$ cat src/rtl/axi_master_bridge.sv
// axi_master_bridge: single-beat AXI4 master for CPU word requests; AXI_MASTER_ERR_EN adds cpu_err
`ifndef AXI_ID_BITS
`define AXI_ID_BITS 4
`endif
module axi_master_bridge #(
  parameter logic [`AXI_ID_BITS-1:0] MASTER_ID = '0
) (
  input  logic                    clk,
  input  logic                    rst,
  input  logic                    cpu_req,
  input  logic                    cpu_we,
  input  logic [31:0]             cpu_addr,
  input  logic [3:0]              cpu_wstrb,
  input  logic [31:0]             cpu_wdata,
  output logic                    cpu_busy,
  output logic                    cpu_done,
  output logic [31:0]             cpu_rdata,
`ifdef AXI_MASTER_ERR_EN
  output logic                    cpu_err,
`endif
  output logic [`AXI_ID_BITS-1:0] ARID,
  output logic [31:0]             ARADDR,
  output logic [3:0]              ARLEN,
  output logic [2:0]              ARSIZE,
  output logic [1:0]              ARBURST,
  output logic                    ARVALID,
  input  logic                    ARREADY,
  input  logic [`AXI_ID_BITS-1:0] RID,
  input  logic [31:0]             RDATA,
  input  logic [1:0]              RRESP,
  input  logic                    RLAST,
  input  logic                    RVALID,
  output logic                    RREADY,
  output logic [`AXI_ID_BITS-1:0] AWID,
  output logic [31:0]             AWADDR,
  output logic [3:0]              AWLEN,
  output logic [2:0]              AWSIZE,
  output logic [1:0]              AWBURST,
  output logic                    AWVALID,
  input  logic                    AWREADY,
  output logic [31:0]             WDATA,
  output logic [3:0]              WSTRB,
  output logic                    WLAST,
  output logic                    WVALID,
  input  logic                    WREADY,
  input  logic [`AXI_ID_BITS-1:0] BID,
  input  logic [1:0]              BRESP,
  input  logic                    BVALID,
  output logic                    BREADY
);
  typedef enum logic [2:0] {IDLE, RD_ADDR, RD_DATA, WR, WR_RESP, DONE} state_t;
  state_t state, nxt;
  logic [31:0] addr, n_addr, n_wdata, n_rdata;
  logic [3:0] n_wstrb;
  logic n_arvalid, n_rready, n_awvalid, n_wvalid, n_wlast, n_bready, n_busy, n_done;
  logic aw_ok, w_ok, n_aw_ok, n_w_ok, err, n_err;
  logic aw_hs, w_hs, aw_fin, w_fin;
  logic unused;
  assign ARID = MASTER_ID;
  assign AWID = MASTER_ID;
  assign ARLEN = 4'd0;
  assign AWLEN = 4'd0;
  assign ARSIZE = 3'b010;
  assign AWSIZE = 3'b010;
  assign ARBURST = 2'b01;
  assign AWBURST = 2'b01;
  assign ARADDR = addr;
  assign AWADDR = addr;
  assign aw_hs = AWVALID && AWREADY;
  assign w_hs = WVALID && WREADY;
  assign aw_fin = aw_ok || aw_hs;
  assign w_fin = w_ok || w_hs;
`ifdef AXI_MASTER_ERR_EN
  assign cpu_err = err;
  assign unused = ^{RID, BID, cpu_addr[1:0]};
`else
  assign unused = ^{RID, BID, RRESP, RLAST, BRESP, cpu_addr[1:0], err};
`endif
  always_comb begin
    nxt = state;
    n_addr = addr;
    n_wdata = WDATA;
    n_wstrb = WSTRB;
    n_rdata = cpu_rdata;
    n_arvalid = ARVALID;
    n_rready = RREADY;
    n_awvalid = AWVALID;
    n_wvalid = WVALID;
    n_wlast = WLAST;
    n_bready = BREADY;
    n_busy = cpu_busy;
    n_aw_ok = aw_ok;
    n_w_ok = w_ok;
    n_done = 1'b0;
    n_err = 1'b0;
    case (state)
      IDLE: if (cpu_req) begin
        n_addr = {cpu_addr[31:2], 2'b00};
        n_wdata = cpu_wdata;
        n_wstrb = cpu_wstrb;
        n_busy = 1'b1;
        nxt = cpu_we ? WR : RD_ADDR;
        n_arvalid = !cpu_we;
        n_awvalid = cpu_we;
        n_wvalid = cpu_we;
        n_wlast = cpu_we;
      end
      RD_ADDR: if (ARREADY) begin
        n_arvalid = 1'b0;
        n_rready = 1'b1;
        nxt = RD_DATA;
      end
      RD_DATA: if (RVALID) begin
        n_rdata = RDATA;
        n_rready = 1'b0;
        n_busy = 1'b0;
        n_done = 1'b1;
        n_err = (RRESP != 2'b00) || !RLAST;
        nxt = DONE;
      end
      WR: begin
        n_awvalid = AWVALID && !aw_hs;
        n_wvalid = WVALID && !w_hs;
        n_wlast = WVALID && !w_hs;
        n_aw_ok = aw_fin;
        n_w_ok = w_fin;
        if (aw_fin && w_fin) begin
          n_aw_ok = 1'b0;
          n_w_ok = 1'b0;
          n_bready = 1'b1;
          nxt = WR_RESP;
        end
      end
      WR_RESP: if (BVALID) begin
        n_bready = 1'b0;
        n_busy = 1'b0;
        n_done = 1'b1;
        n_err = BRESP != 2'b00;
        nxt = DONE;
      end
      default: nxt = IDLE;
    endcase
  end
  always_ff @(posedge clk or posedge rst) begin
    if (rst) begin
      state <= IDLE;
      addr <= '0;
      WDATA <= '0;
      WSTRB <= '0;
      cpu_rdata <= '0;
      ARVALID <= 1'b0;
      RREADY <= 1'b0;
      AWVALID <= 1'b0;
      WVALID <= 1'b0;
      WLAST <= 1'b0;
      BREADY <= 1'b0;
      cpu_busy <= 1'b0;
      cpu_done <= 1'b0;
      aw_ok <= 1'b0;
      w_ok <= 1'b0;
      err <= 1'b0;
    end else begin
      state <= nxt;
      addr <= n_addr;
      WDATA <= n_wdata;
      WSTRB <= n_wstrb;
      cpu_rdata <= n_rdata;
      ARVALID <= n_arvalid;
      RREADY <= n_rready;
      AWVALID <= n_awvalid;
      WVALID <= n_wvalid;
      WLAST <= n_wlast;
      BREADY <= n_bready;
      cpu_busy <= n_busy;
      cpu_done <= n_done;
      aw_ok <= n_aw_ok;
      w_ok <= n_w_ok;
      err <= n_err;
    end
  end
endmodule

$ cat config.mk
export PLATFORM = sky130hd
export DESIGN_NAME = axi_master_bridge
export DESIGN_NICKNAME = d
export VERILOG_FILES = /design/src/rtl/axi_master_bridge.sv
export SDC_FILE = /design/constraint.sdc
export NUM_CORES = 1
export LEC_CHECK = 0
export BUFFER_PORTS_ARGS = -buffer_cell sky130_fd_sc_hd__buf_2
export CORE_AREA = 2 2 111 113
export CTS_BUF_LIST = sky130_fd_sc_hd__clkbuf_16
export DETAILED_ROUTE_END_ITERATION = 6
export DIE_AREA = 0 0 113 115
export PLACE_DENSITY = 0.75
export REMOVE_ABC_BUFFERS = 1
export SLEW_MARGIN = 30
export SYNTH_ARGS = -nofsm -noshare
export SYNTH_HDL_FRONTEND = slang
export SYNTH_SLANG_ARGS = --single-unit
$ cat constraint.sdc
create_clock -name clk -period 3.9 [get_ports clk]
set_input_delay 0.195 -clock clk [delete_from_list [all_inputs] [get_ports clk]]
set_output_delay 0.195 -clock clk [all_outputs]
set_load 0.02 [all_outputs]
==> metrics.txt <==
post-synthesis compound-gate area fraction=0.0271; slew margin rel.=0.420; final HPWL from detailed placement=7690 um; initial antenna violation count=1; GRT Total Usage=0.152; Num CTS Buffers=9; post-DR vias/cell=4.60; most frequent cells after synthesis=110 x dfrtp_1, 90 x mux2_2, 66 x buf_4, 13 x nor2_1, 9 x a21oi_1; max-cap violations=0; sequential fraction of design power=0.374; largest family of logic cells by synthesized area=multiplexers; Clock Skew=0.00551 ns; Max Buffers Root-to-Sink=2; DIE AREA=13000 um^2; Setup Viol. Count Final=0; pin count of the biggest net entering global routing=57; Switching Fraction=0.419; arrival time at the worst endpoint=2.45 ns; final wirelength=10100 um; Mapped Avg Cell Area=14.1 um^2; port bufs=242; count leader, synth=dfrtp_1; Remaining DRCs=20; final cycle utilization of the critical path=0.570; worst hold path type=primary input to flip-flop; Power Internal=3210 uW; Leakage Power=0.00304 uW; worst slew pin tran=0.869 ns; Gate power share=0.482; Critical Path Fanout Max=32; pre-CTS WS=1.67 ns; die width=113 um; final instance area=5960 um^2; Ys Warns=0; PD cells=927 nW/um^2; final hold violations=0; initial DRC count=123; Seq/Total Area, Yosys=0.584; Net Sw Power=2320 uW; fin nets=668; Pwr Total=5530 uW; vias in the first global route=3181; failing checks=design-rule violations; area leader, netlist=dfrtp_1; fin. max-slew vios=0; Async S/R FF share, synth=1.00; peak supply drop=0.427 mV; Detail Route Antenna Nets=0; wire length per cell after detailed routing=14.5 um; worst setup margin=1.68 ns; FP Rows=40; clock insertion delay at the later pin of the skew report=0.34 ns; Tmin final=2.22 ns; synth top area cells=dfrtp_1 58%, mux2_2 21%, buf_4 11%, mux2_1 1.9%, nor2_1 1.0%; WS Path Type=flip-flop to flip-flop; Post-Syn Area=4720 um^2; Synth Area in XOR/XNOR=0; top-area cell type share of the netlist area=0.584; GPL Wtd Cong=0.793; register bit total from synthesis=110; Initial Util=0.399; Worst-path clk slew=0.07 ns; first-pass GRT wire length=15300 um; number of iterations in the first detailed-routing pass=6; simple-gate share of the synthesized area=0.0353; root buf cell=clkbuf_16; Post-synth EDFFs=0; Post-Place Cell Area=5700 um^2; chip height=115 um; most common flop cell mapped by yosys=dfrtp_1; multiplexer share of the synthesized area=0.236; io pins=288; setup tns final=0 ns; P&R area growth vs syn=26.4%; CTS tree=built; Setup crit end kind=flip-flop; crit start category=flip-flop; status=finished, violations left; # clock sinks=110; Unique masters post-synth=30; Max Freq=450 MHz; CTS HTree Levels=3; Fillers=1063; Clock power frac=0.144; layout cells sized above 1=0.641; Placeable Area=11800 um^2; Vias=3205; WP data required=4.13 ns; Synth Instances=335; RSZ-0062 raised after global routing=no; Congestion Overflow GR=0; adder-cell share of the synthesized area=0
-- through the flow --
step	std cells	hold WS (ns)	utilization
5_1_grt	697	0.0574	0.505
6_report	697	0.0684	0.505
3_5_place_dp	681	0.369	0.483
2_1_floorplan	288	0.330	-
3_3_place_gp	681	0.366	0.483
4_1_cts	696	0.0496	0.505
-- registers in the layout (all words and copies together), names as in the netlist, 3 cells and up --
register and count:
WDATA 32, cpu_rdata 32, ARADDR 30, WSTRB 4, state 3
-- critical path: stages (launching register included) --
cell	delay, ns
dfrtp_1	0.55
nor2b_4	0.32
nand2_2	0.13
nor2_4	0.67
mux2_2	0.42
-- power groups by stage --
stage / combinational, uW / sequential [uW] / clock, uW
floorplan: 829 / 2970 / 0
global placement: 2650 / 2050 / 0
detailed placement: 2700 / 2090 / 0
CTS: 2700 / 2080 / 834
global route: 2830 / 2150 / 874
finish: 2660 / 2070 / 796
-- final timing paths --
check	slack (ns)	endpoint	cells after the start	start
setup / recovery	1.68	cpu_rdata[27]$_DFFE_PP0P_	4	state[1]$_DFFE_PP0P_
min in group asynchronous	0.53	ARADDR[17]$_DFFE_PP0P_	3	rst
max in group asynchronous	2.54	WDATA[14]$_DFFE_PP0P_	4	rst
hold / removal	0.07	ARADDR[3]$_DFFE_PP0P_	2	cpu_addr[3]
setup reg to reg	1.68	cpu_rdata[27]$_DFFE_PP0P_	4	state[1]$_DFFE_PP0P_
hold reg to reg	0.48	cpu_rdata[6]$_DFFE_PP0P_	1	cpu_rdata[6]$_DFFE_PP0P_
-- layout by cell type, fill, tap and decap left out --
master         instances
nor2b_1                1
a21o_1                 1
conb_1                30
inv_4                  1
nor2_4                 1
diode_2                1
a21oi_1                9
a221oi_2               1
nor4b_1                2
clkbuf_16              9
nor3_1                 1
dlygate4sd3_1          1
buf_4                  4
mux2_2                90
a41oi_1                1
clkinv_1               1
nor2_1                13
nand3_1                1
mux2_1                 8
dfrtp_1              110
o21ai_0                4
nor4b_4                1
mux2i_1                1
a22o_1                 2
nand2b_1               1
clkinvlp_4             1
inv_1                  3
a31oi_1                1
nand3b_1               1
nor2b_4                1
nand2_2                1
nand2_1                4
a22oi_1                1
buf_2                242
-- layer usage --
layer | vias up | GRT usage | share of wire
li1 | 1480 | - | -
met1 | 1525 | 0.175 | 0.39
met2 | 184 | 0.260 | 0.49
met3 | 16 | 0.0448 | 0.10
met4 | 0 | 0.0724 | 0.021
met5 | - | 0 | 0
-- repair_timing --
action                    4_1_cts  5_1_grt
resized for setup               0        0
buffers inserted                0        0
hold buffers                    1        0
hold endpoints to repair       54        0
-- final cells by class --
type / count / area [um^2] / area share
Clock inverter: 5 / 22.5 / 0.00378
Tap cell: 147 / 184 / 0.0308
Timing Repair Buffer: 247 / 1250 / 0.210
Multi-Input combinational cell: 177 / 1520 / 0.255
Antenna cell: 1 / 2.50 / 0.000420
Sequential cell: 110 / 2750 / 0.462
Inverter: 1 / 6.26 / 0.00105
Clock buffer: 9 / 225 / 0.0378
-- kinds of logic (layout without fill, tap and decap cells) --
logic type / Yosys count / in the layout
buffers and inverters: 76 / 262
other: 2 / 31
flip-flops: 110 / 110
AO/OA/AOI/OAI: 20 / 20
AND/OR/NAND/NOR: 28 / 28
multiplexers: 99 / 99
No activity file was read; power rests on OpenSTA's default activity.
